$ cat src/rtl/pc_fetch.sv
// pc_fetch: architectural PC holder and single-outstanding instruction fetcher.
// Issues one imem request per retirement, buffers the returned word for decode
// with valid/ready flow control, and handles flush redirects, misaligned PCs and
// ack timeouts. All outputs come straight from flops.
module pc_fetch #(
  parameter logic [31:0] RESET_PC = 32'h0000_3000,
  parameter int unsigned TIMEOUT  = 16
) (
  input  logic        clk,
  input  logic        rst,
  input  logic [31:0] npc,
  output logic [31:0] pc,
  output logic        imem_req,
  output logic [31:0] imem_addr,
  input  logic        imem_ack,
  input  logic [31:0] imem_rdata,
  output logic [31:0] instr,
  output logic        instr_valid,
  input  logic        instr_ready,
  input  logic        flush,
  input  logic [31:0] flush_pc,
  output logic        fetch_err,
  output logic [31:0] fetch_count
);

  // Wide enough to hold the value TIMEOUT itself.
  localparam int unsigned TmoW = $clog2(TIMEOUT + 1);

  typedef enum logic [1:0] {
    StFetch,
    StHold,
    StDrain,
    StErr
  } state_e;

  state_e          state_q, state_d;
  logic [31:0]     pc_q, pc_d;
  logic [31:0]     instr_q, instr_d;
  logic [31:0]     cnt_q, cnt_d;
  logic            valid_q, valid_d;
  logic            err_q, err_d;
  logic            req_q, req_d;
  logic [TmoW-1:0] tmo_q, tmo_d;
  logic [TmoW-1:0] tmo_inc;
  logic            tmo_expire;

  // Timeout expires on the cycle whose miss would bring the count to TIMEOUT.
  assign tmo_inc    = tmo_q + TmoW'(1);
  assign tmo_expire = (tmo_inc == TmoW'(TIMEOUT));

  // Next-state logic: flush takes priority over every state-local event.
  always_comb begin
    state_d = state_q;
    pc_d    = pc_q;
    instr_d = instr_q;
    valid_d = valid_q;
    err_d   = err_q;
    cnt_d   = cnt_q;
    tmo_d   = tmo_q;

    if (flush) begin
      // Any ack arriving with the flush belongs to the old stream and is dropped.
      pc_d    = flush_pc;
      valid_d = 1'b0;
      tmo_d   = '0;
      if (flush_pc[1:0] != 2'b00) begin
        err_d   = 1'b1;
        state_d = StErr;
      end else begin
        err_d   = 1'b0;
        // A request still in flight must be drained before re-issuing.
        state_d = (state_q == StFetch && !imem_ack) ? StDrain : StFetch;
      end
    end else begin
      unique case (state_q)
        StFetch: begin
          if (imem_ack) begin
            instr_d = imem_rdata;
            valid_d = 1'b1;
            tmo_d   = '0;
            state_d = StHold;
          end else if (tmo_expire) begin
            err_d   = 1'b1;
            tmo_d   = '0;
            state_d = StErr;
          end else begin
            tmo_d = tmo_inc;
          end
        end
        StHold: begin
          if (instr_ready) begin
            pc_d    = npc;
            valid_d = 1'b0;
            cnt_d   = cnt_q + 32'd1;
            tmo_d   = '0;
            if (npc[1:0] != 2'b00) begin
              err_d   = 1'b1;
              state_d = StErr;
            end else begin
              state_d = StFetch;
            end
          end
        end
        StDrain: begin
          // Stale data is discarded; a lost ack must not wedge the fetcher.
          if (imem_ack || tmo_expire) begin
            tmo_d   = '0;
            state_d = StFetch;
          end else begin
            tmo_d = tmo_inc;
          end
        end
        StErr: begin
          valid_d = 1'b0;
        end
        default: begin
          state_d = StFetch;
        end
      endcase
    end

    req_d = (state_d == StFetch);
  end

  // State and output registers with synchronous reset.
  always_ff @(posedge clk) begin
    if (rst) begin
      state_q <= StFetch;
      pc_q    <= RESET_PC;
      instr_q <= '0;
      valid_q <= 1'b0;
      err_q   <= 1'b0;
      cnt_q   <= '0;
      tmo_q   <= '0;
      req_q   <= 1'b1;
    end else begin
      state_q <= state_d;
      pc_q    <= pc_d;
      instr_q <= instr_d;
      valid_q <= valid_d;
      err_q   <= err_d;
      cnt_q   <= cnt_d;
      tmo_q   <= tmo_d;
      req_q   <= req_d;
    end
  end

  assign pc          = pc_q;
  assign imem_addr   = pc_q;
  assign imem_req    = req_q;
  assign instr       = instr_q;
  assign instr_valid = valid_q;
  assign fetch_err   = err_q;
  assign fetch_count = cnt_q;

endmodule

$ cat config.mk
export PLATFORM = sky130hd
export DESIGN_NAME = pc_fetch
export DESIGN_NICKNAME = d
export VERILOG_FILES = /design/src/rtl/pc_fetch.sv
export SDC_FILE = /design/constraint.sdc
export NUM_CORES = 1
export LEC_CHECK = 0
export BUFFER_PORTS_ARGS = -buffer_cell sky130_fd_sc_hd__buf_2
export CAP_MARGIN = 5
export CORE_MARGIN = 8
export CORE_UTILIZATION = 25
export CTS_CLUSTER_DIAMETER = 80
export DETAILED_ROUTE_END_ITERATION = 12
export MAX_ROUTING_LAYER = met4
export PLACE_DENSITY_LB_ADDON = 0.1
export SYNTH_ARGS = -nofsm -noshare
export SYNTH_HDL_FRONTEND = slang
export SYNTH_SLANG_ARGS = --single-unit
$ cat constraint.sdc
create_clock -name clk -period 1.9 [get_ports clk]
set_input_delay 0 -clock clk [delete_from_list [all_inputs] [get_ports clk]]
set_output_delay 0 -clock clk [all_outputs]
set_load 0.005 [all_outputs]
==> flow_metrics.tcl, run 1 <==
set metrics [dict create \
    final_core_util_pct 37.4 \
    fin_crit_ns 1.78 \
    regArea_um2 2120 \
    synth_area_um2 4950 \
    path_class "flop to flop" \
    synth_cell_types 47 \
    use_met2_pct 22.2 \
    synth_cells 641 \
    power_uw 5250 \
    wirelength_um 17100 \
    start_kind "flop" \
    slew-limit-headroom_pct 70.5 \
    cts.sinks 106 \
    synth_area_leaders "dfxtp_1 (43%), a21oi_1 (11%), nand2_1 (8.6%), nor2_1 (5.3%), buf_4 (5.0%)" \
    wl_per_cell_um 14.5 \
    drtIter0Drc 191 \
    fmax_mhz 560 \
    clkLatencyLatePin_ns 0.36 \
    holdCritPathClass "input pin to flop" \
    crit_fanout 6 \
    syn-num-nets 748 \
    num_vias 5310 \
    synthArstFlopShare_pct 0 \
    gr-max-usage-layer "met2" \
    drt_pass1_iterations 5 \
    fin_crit_sh_pct 93.9 \
    rsz0062_at_grt "true" \
    path_clk_slew_ns 0.08 \
    cts_tree "built" \
    root_buffer "clkbuf_16" \
    cp_data_arrival_time_ns 2.03 \
    gp_congestion 0.786 \
    ir_drop_mv 0.462 \
    die_area_um2 24600 \
    maxSlewViolCount 0 \
    postRouteAntennaNets 0 \
    nFillCells 2016 \
    antenna_found_initial 0 \
    port-buffer-count 231 \
    fin_setup_tns_ns 0 \
    dieHeight_um 157 \
    skew_ns 0.00752 \
    via_per_inst 4.50 \
    yosys.area.top_type "dfxtp_1" \
    avgSynthCellArea_um2 7.72 \
    area_delta_synth_final_pct 47.0 \
    dpl.hpwl_um 12300 \
    dpl_cell_area_um2 6280 \
    critPathRequiredTime_ns 2.15 \
    cts_inserted_buffers 9 \
    grt_pass1_vias 5258 \
    grt_max_degree 54 \
    synth_seq_cells 106 \
    grt_pass1_wl_um 27000 \
    grtUsageTotal_pct 14.0 \
    grtUsageMet1_pct 17.0 \
    status "complete, no violations" \
    drc 0 \
    core_area_um2 19500 \
    start_util_pct 25.4 \
    multi_input_area_um2 2390 \
    p_leak_uw 0.00328 \
    ctsHtreeMaxLevel 3 \
    stdcell_area_um2 7280 \
    synth-seq-area-share_pct 42.9 \
    use_met3_pct 3.17 \
    synth_edf_count 0 \
    max_cap_viol_count 0 \
    antenna_cells 0 \
    core.rowCount 51 \
    die_w_um 157 \
    clockBufferDepth 2 \
    hold_viol_final 0 \
    pwr_density_cell_nw_per_um2 722 \
    tightest_slew_ns 0.443 \
    grt-ovfl-total 0 \
    synth_top_area_share_pct 42.9 \
    synth_ff_type "dfxtp_1" \
    nets 1017 \
    end_kind "flop" \
    ys_warn_count 0 \
    pin_count 232 \
    final_layout_size_suffix_gt1_share_pct 32.3 \
    setup_viol 0 \
]
-- cells by family (layout without fill, tap and decap cells) --
group,Yosys count,count (layout),share of synthesized area [%]
compound gates,144,144,15.7
buf+inv,83,357,9.15
fa+ha+maj,6,6,1.52
xor+xnor,21,21,3.72
simple gates,277,277,26.2
mux,4,4,0.859
flops,106,106,42.9
-- worst paths after layout --
kind | from | endpoint | slack [ns] | depth (start not counted)
setup reg to reg | state_q[1] | fetch_count[15] | 0.12 | 9
hold reg to reg | instr[3] | instr[3] | 0.45 | 2
hold / removal | npc[18] | imem_addr[18] | 0.06 | 5
setup / recovery | state_q[1] | fetch_count[15] | 0.12 | 9
-- metal layers --
metal / part of all wire (%) / vias up
li1: - / 2668
met1: 45 / 2441
met2: 46 / 186
met3: 7.2 / 15
met4: 1.5 / 0
met5: 0 / -
-- final cells by class --
cell class                 count  area share [%]
multi-input combinational    452            32.9
sequential                   106            29.2
timing repair buffer         330            28.8
tap                          265            4.56
clock buffer                  10            3.28
clock inverter                 6           0.756
inverter                      11           0.567
-- worst max-delay path: stages (launching register included) --
cell	delay, ns
dfxtp_1	0.32
inv_1	0.07
ha_1	0.15
and3b_2	0.26
nand4_2	0.20
nor3_4	0.28
buf_4	0.15
nand2_1	0.06
xnor2_1	0.14
nor2_1	0.05
-- cell usage after synthesis, types with 3 or more instances --
master    number
nor3_1         5
or3_1         11
clkbuf_1      31
nand4_1       10
nor2_1        70
nor2b_1        6
a211oi_1       4
ha_1           6
inv_1         11
nand2_1      113
o21ai_0       16
or2_2          3
buf_1          4
xnor2_1       14
buf_4         33
xor2_1         7
nand3_1       36
a21oi_1      113
and3_1         7
dfxtp_1      106
-- registers in the layout, indices dropped and copies added (netlist names) --
name         flops
fetch_count     32
imem_addr       32
imem_req         1
state_q          2
fetch_err        1
instr           32
tmo_q            5
instr_valid      1
-- layout by cell type, fill, tap and decap left out, types with 14 or more instances in the layout --
cell             n
buf_2          230
o21ai_0         16
xnor2_1         14
nand3_1         36
dfxtp_1        106
buf_4           30
dlygate4sd3_1   67
nor2_1          70
a21oi_1        113
nand2_1        112
-- timing repair --
item | 4_1_cts | 5_1_grt
hold buffers | 67 | 0
endpoints found under the hold margin | 65 | 0
endpoints found under the setup margin | 3 | 15
gates cloned | 0 | 0
resized for setup | 1 | 4
buffers inserted | 0 | 2
pin swaps | 0 | 1
-- report_power, final --
part           switching [uW]  internal (uW)
sequential               63.4           2320
clock                     924            953
combinational             515            478
-- stage by stage --
step	setup WS, ns	instances	hold slack [ns]
2_1_floorplan	0.168	641	0.132
3_3_place_gp	0.0466	1095	0.228
3_5_place_dp	-0.00571	1095	0.232
4_1_cts	0.0469	1178	0.0401
5_1_grt	-0.0293	1180	0.0591
6_report	0.116	1180	0.0618
No activity file was read; power rests on OpenSTA's default activity.
==> inputs of run 2 (changes only) <==
--- a/config.mk
+++ b/config.mk
@@ -7,10 +7,10 @@
 export LEC_CHECK = 0
 export BUFFER_PORTS_ARGS = -buffer_cell sky130_fd_sc_hd__buf_2
 export CAP_MARGIN = 5
-export CORE_MARGIN = 8
 export CORE_UTILIZATION = 25
 export CTS_CLUSTER_DIAMETER = 80
 export DETAILED_ROUTE_END_ITERATION = 12
+export HOLD_SLACK_MARGIN = 0.02
 export MAX_ROUTING_LAYER = met4
 export PLACE_DENSITY_LB_ADDON = 0.1
 export SYNTH_ARGS = -nofsm -noshare
==> constraint.sdc (replaced) <==
create_clock -name clk -period 2.2 [get_ports clk]
set_input_delay 0 -clock clk [delete_from_list [all_inputs] [get_ports clk]]
set_output_delay 0 -clock clk [all_outputs]
set_load 0.005 [all_outputs]
==> flow_metrics.tcl, run 2 (same netlist as run 1, synthesis figures left out) <==
set metrics [dict create \
    status "complete, no violations" \
    die_w_um 143 \
    setup_viol 0 \
    final_cells 1163 \
    hold_viol_final 0 \
    num_vias 5202 \
    grt_max_degree 62 \
    layout_common_cells "buf_2 (230), a21oi_1 (113), nand2_1 (112)" \
    crit_path_start "state_q[1]" \
    crit_fanout 6 \
    grt-ovfl-total 0 \
    dp.cells 1081 \
    postRouteAntennaNets 0 \
    ir_drop_mv 0.337 \
    tightest_slew_ns 0.490 \
    drt_pass1_iterations 5 \
    core_area_um2 19500 \
    ctsHtreeMaxLevel 3 \
    clkLatencyLatePin_ns 0.35 \
    via_per_inst 4.47 \
    intPower_uw 3220 \
    maxSlewViolCount 0 \
    area_delta_synth_final_pct 43.8 \
    root_buffer "clkbuf_16" \
    critPathRequiredTime_ns 2.44 \
    start_util_pct 25.4 \
    fin_crit_sh_pct 91.1 \
    holdCritPathClass "input pin to flop" \
    port-buffer-count 231 \
    grt_pass1_wl_um 24000 \
    grtUsageTotal_pct 15.2 \
    cts_inserted_buffers 9 \
    slew-limit-headroom_pct 67.3 \
    p_switching_uw 1250 \
    fmax_mhz 499 \
    wirelength_um 15200 \
    start_kind "flop" \
    power_uw 4470 \
    final_layout_size_suffix_gt1_share_pct 31.1 \
    fin_crit_ns 2.00 \
    antenna_cells 0 \
    gp_congestion 0.750 \
    nets 1000 \
    path_class "flop to flop" \
    path_clk_slew_ns 0.07 \
    clockBufferDepth 2 \
    wl_per_cell_um 13.0 \
    drc 0 \
    postCtsSetupBuffers 0 \
    skew_ns 0.00720 \
    seqPwrFrac_pct 46.1 \
    end_kind "flop" \
    dpl.hpwl_um 10700 \
    p_sw_share_pct 28.0 \
    p_leak_uw 0.00317 \
    grt_pass1_vias 4878 \
    final_common_cell "buf_2" \
    antenna_found_initial 0 \
    hold_path_startpoint "npc[7]" \
    rrSetupSlack_ns 0.20 \
    worst_r2r_endpoint "imem_addr[13]" \
    drtIter0Drc 156 \
    die_area_um2 20400 \
    clkPwrFrac_pct 35.3 \
    core.rowCount 51 \
    dieHeight_um 143 \
    cp_data_arrival_time_ns 2.24 \
    pwr_density_cell_nw_per_um2 628 \
    holdPathStages 5 \
    hold_end "imem_addr[7]" \
    r2r_start "state_q[1]" \
    cts_tree "built" \
    max_cap_viol_count 0 \
    cts.sinks 106 \
    rr_worst_depth 7 \
    pin_count 232 \
    rsz0062_at_grt "false" \
    comb_power_share_pct 18.6 \
    fin_setup_tns_ns 0 \
]
-- run 2: changes by cell type in the layout (fill, tap and decap cells not counted), sizes merged --
cell / delta
buf: -16
clkinvlp: +1
dlygate4sd3: -1
inv: -1
-- run 2: worst max path at each step --
| stage | to | slack, ns | cells past startpoint |
|---|---|---|---|
| 2_1_floorplan | fetch_count[17] | 0.47 | 8 |
| 3_3_place_gp | fetch_count[30] | 0.22 | 7 |
| 3_5_place_dp | fetch_count[22] | 0.19 | 7 |
| 4_1_cts | imem_addr[13] | 0.08 | 7 |
| 5_1_grt | imem_req | 0.07 | 9 |
| 6_report | imem_addr[13] | 0.20 | 7 |
-- run 2: layer usage --
layer	GRT usage (%)	share of wire (%)	routed length (um)	vias up
met5	-	0	0	-
met4	5.32	1.4	210	0
met3	2.41	4.9	745	12
met2	25.1	46	7030	177
met1	18.9	47	7190	2374
li1	-	-	-	2639
-- run 2: layout make-up --
class | count | area [um^2]
fillers | 2035 | 12300
multi-input cells | 452 | 2380
flip-flops and latches | 106 | 2120
repair buffers | 313 | 1950
well taps | 265 | 332
clock buffers | 10 | 239
clock inverters | 6 | 50.0
inverters | 11 | 41.3
-- run 2: power groups by stage --
stage,Sequential (uW),Clock [uW],Combinational (uW)
after global routing,2070,1750,931
after floorplan,2110,0,442
final,2060,1580,830
after CTS,2060,1660,835
after global placement,2100,0,740
after detailed placement,2110,0,739
-- run 2: timing repair --
item | 4_1_cts | 5_1_grt
hold endpoints to repair | 64 | 0
resized for setup | 0 | 2
setup endpoints to repair | 0 | 3
hold buffers | 66 | 0
-- run 2: worst max-delay path, cell delays in order (launching register included) --
cell,delay (ns)
dfxtp_1,0.33
inv_1,0.06
ha_1,0.23
nand2_2,0.19
mux2_2,0.35
mux2i_1,0.12
dlygate4sd3_1,0.57
nand2b_1,0.05
-- run 2: metrics by stage --
step	cell area, um^2	util (%)	setup slack (ns)	hold WS (ns)
after floorplan	4950	-	0.468	0.132
after detailed placement	6170	31.7	0.190	0.229
after global placement	6170	31.7	0.223	0.228
final	7120	36.6	0.196	0.0649
after CTS	7120	36.6	0.0836	0.0502
after global routing	7120	36.6	0.0708	0.0905
==> inputs of run 3 (changes only) <==
--- a/config.mk
+++ b/config.mk
@@ -5,6 +5,7 @@
 export SDC_FILE = /design/constraint.sdc
 export NUM_CORES = 1
 export LEC_CHECK = 0
+export ABC_AREA = 1
 export BUFFER_PORTS_ARGS = -buffer_cell sky130_fd_sc_hd__buf_2
 export CAP_MARGIN = 5
 export CORE_UTILIZATION = 25
==> constraint.sdc (replaced) <==
create_clock -name clk -period 1.69 [get_ports clk]
set_input_delay 0 -clock clk [delete_from_list [all_inputs] [get_ports clk]]
set_output_delay 0 -clock clk [all_outputs]
set_load 0.005 [all_outputs]
==> flow_metrics.tcl, run 3 <==
set metrics [dict create \
    start_util_pct 25.7 \
    yosys.area.top_type "dfxtp_1" \
    hold_path_startpoint "flush_pc[0]" \
    grt_pass1_vias 5580 \
    grt_pass1_wl_um 27200 \
    crit_path_start "state_q[1]" \
    post-place-ws_ns -0.173 \
    maxSlewViolCount 0 \
    status "finished, violations left" \
    stdcell_area_um2 8170 \
    drt_pass1_iterations 4 \
    cp-endpoint "fetch_count[31]" \
    fin_crit_ns 1.75 \
    pwr_density_cell_nw_per_um2 735 \
    use_met2_pct 28.3 \
    synth_cells 717 \
    fin_ws_ns -0.0551 \
    die_w_um 144 \
    p_leak_uw 0.00374 \
    grt_max_degree 40 \
    rr_worst_depth 11 \
    cp_top_family "simple AND/OR/NAND/NOR gates" \
    yosys-top-cells-count "nand2_1 (175), nor2_1 (108), dfxtp_1 (106)" \
    seqPwrFrac_pct 45.2 \
    postRouteAntennaNets 0 \
    cts_inserted_buffers 9 \
    synth_seq_cells 106 \
    path_class "flop to flop" \
    crit_buf_inv 1 \
    end_kind "flop" \
    regArea_um2 2120 \
    dpl.hpwl_um 12100 \
    setup_viol 2 \
    cts.sinks 106 \
    gr-max-usage-layer "met2" \
    synthArstFlopShare_pct 0 \
    crit_fanout 4 \
    grtUsageTotal_pct 17.2 \
    critPathRequiredTime_ns 1.93 \
    layout_common_cells "buf_2 (231), nand2_1 (172), nor2_1 (104), dfxtp_1 (104), dlygate4sd3_1 (97)" \
    power_uw 6010 \
    worst_r2r_endpoint "fetch_count[31]" \
    drc 0 \
    port-buffer-count 231 \
    r2r_start "state_q[1]" \
    ir_drop_mv 0.489 \
    fmax_mhz 573 \
    wl_per_cell_um 13.1 \
    die_area_um2 20700 \
    slew-limit-headroom_pct 71.4 \
    fin_crit_sh_pct 103 \
    clockBufferDepth 2 \
    via_per_inst 4.28 \
    holdCritPathClass "input pin to flop" \
    dpl_cell_area_um2 6620 \
    synth_edf_count 0 \
    p_sw_share_pct 26.9 \
    cts_tree "built" \
    ctsHtreeMaxLevel 3 \
    path_clk_slew_ns 0.08 \
    synth_top_area_share_pct 42.1 \
    start_kind "flop" \
    dieHeight_um 144 \
    synth_ff_type "dfxtp_1" \
    clkLatencyLatePin_ns 0.36 \
    synth_area_leaders "dfxtp_1 (42%), nand2_1 (13%), nor2_1 (8.0%), buf_4 (4.8%), o21ai_0 (4.7%)" \
    path_depth 11 \
    nets 1167 \
    use_met3_pct 3.54 \
    pin_count 232 \
    crit_slowest_cell "dfxtp_2" \
    path_cells "inv_2, ha_4, nand2_4, nor2_4, nand2_2, nor2_4, nand3_4, nor2_4, nand3_4, nor3_1, a21oi_2" \
    drtIter0Drc 194 \
    wirelength_um 17400 \
    p_switching_uw 1610 \
    avgSynthCellArea_um2 7.03 \
    hold_viol_final 0 \
    antenna_found_initial 1 \
    multi_input_area_um2 2540 \
    num_vias 5696 \
    clkPwrFrac_pct 37.4 \
    grtUsageMet1_pct 21.0 \
    intPower_uw 4390 \
    grt-ovfl-total 0 \
    final_common_cell "buf_2" \
    cpMostUsedCell "nor2_4" \
    skew_ns 0.00736 \
    slowest_delay_ns 0.33 \
    synth-seq-area-share_pct 42.1 \
    synth_cell_types 34 \
    gp_congestion 0.757 \
    tightest_slew_ns 0.428 \
    syn-num-nets 824 \
    violations "setup timing" \
    nFillCells 2072 \
    yosysMostFrequentCell "nand2_1" \
    comb_power_share_pct 17.4 \
    synth_area_um2 5040 \
    cp_data_arrival_time_ns 1.99 \
    rrSetupSlack_ns -0.06 \
    area_delta_synth_final_pct 61.9 \
    max_cap_viol_count 0 \
    ys_warn_count 0 \
    rsz0062_at_grt "true" \
    core_area_um2 19600 \
    core.rowCount 51 \
    final_layout_size_suffix_gt1_share_pct 33.8 \
    root_buffer "clkbuf_16" \
]
## run 3: changes by cell type in the layout (fill, tap and decap cells not counted), sizes merged, moves of 29 or more
cell,delta
a31oi,+29
buf,+47
nand2,+64
nor2,+44
dlygate4sd3,+31
o21ai,+38
inv,+44
a21oi,-75
## run 3: routing by layer
| metal | vias to the layer above | wire length (um) |
|---|---|---|
| li1 | 2986 | - |
| met1 | 2558 | 7980 |
| met2 | 134 | 8470 |
| met3 | 18 | 734 |
| met4 | 0 | 257 |
| met5 | - | 0 |
## run 3: cell families (layout without fill, tap and decap cells)
kind of cell | count (synthesis) | in the layout | share of synthesized area [%]
AOI/OAI and AO/OA | 128 | 128 | 13.8
xor gates and xnor gates | 10 | 10 | 1.74
adders and majority gates | 6 | 6 | 1.49
buffers and inverters | 115 | 463 | 11.0
DFF | 106 | 106 | 42.1
other | 0 | 1 | 0
and+or+nand+nor | 352 | 352 | 29.8
## run 3: worst min-delay path by stage
stage	end	depth (start not counted)
after global placement	imem_addr[13]	3
after CTS	imem_addr[0]	4
after floorplan	imem_addr[12]	2
after global routing	imem_addr[19]	4
final	imem_addr[0]	4
after detailed placement	imem_addr[12]	3
## run 3: final cells by class
class | instances | area share, %
Antenna cell | 1 | 0.0306
Clock buffer | 10 | 2.93
Clock inverter | 6 | 0.904
Inverter | 56 | 2.62
Multi-Input combinational cell | 496 | 31.1
Sequential cell | 106 | 26.0
Tap cell | 265 | 4.06
Timing Repair Buffer | 391 | 32.3
## run 3: tightest hold or removal path, delay by kind of cell
kind,cells,cell delay (ns)
AOI/OAI and AO/OA,2,0.21
buffers and inverters,1,0.07
and+or+nand+nor,1,0.14
## run 3: through the flow
stage	cells	setup TNS, ns	hold WS [ns]	util, %
5_1_grt	1331	-1.65	0.141	41.7
2_1_floorplan	717	0	0.126	-
4_1_cts	1324	-0.0901	0.0923	40.7
6_report	1331	-0.0669	0.100	41.7
3_3_place_gp	1208	-0.795	0.220	33.8
3_5_place_dp	1208	-1.29	0.220	33.8
## run 3: timing repair
action / CTS / global route
hold endpoints to repair: 65 / 0
hold buffers: 97 / 0
setup endpoints to repair: 26 / 67
setup buffers: 3 / 6
pin swaps: 1 / 9
resized for setup: 13 / 35
## run 3: power by group through the flow
| stage | sequential (uW) | clock, uW | combinational (uW) |
|---|---|---|---|
| detailed placement | 2760 | 0 | 815 |
| floorplan | 2770 | 0 | 417 |
| finish | 2710 | 2250 | 1050 |
| global route | 2730 | 2440 | 1170 |
| global placement | 2760 | 0 | 821 |
| CTS | 2710 | 2350 | 1010 |
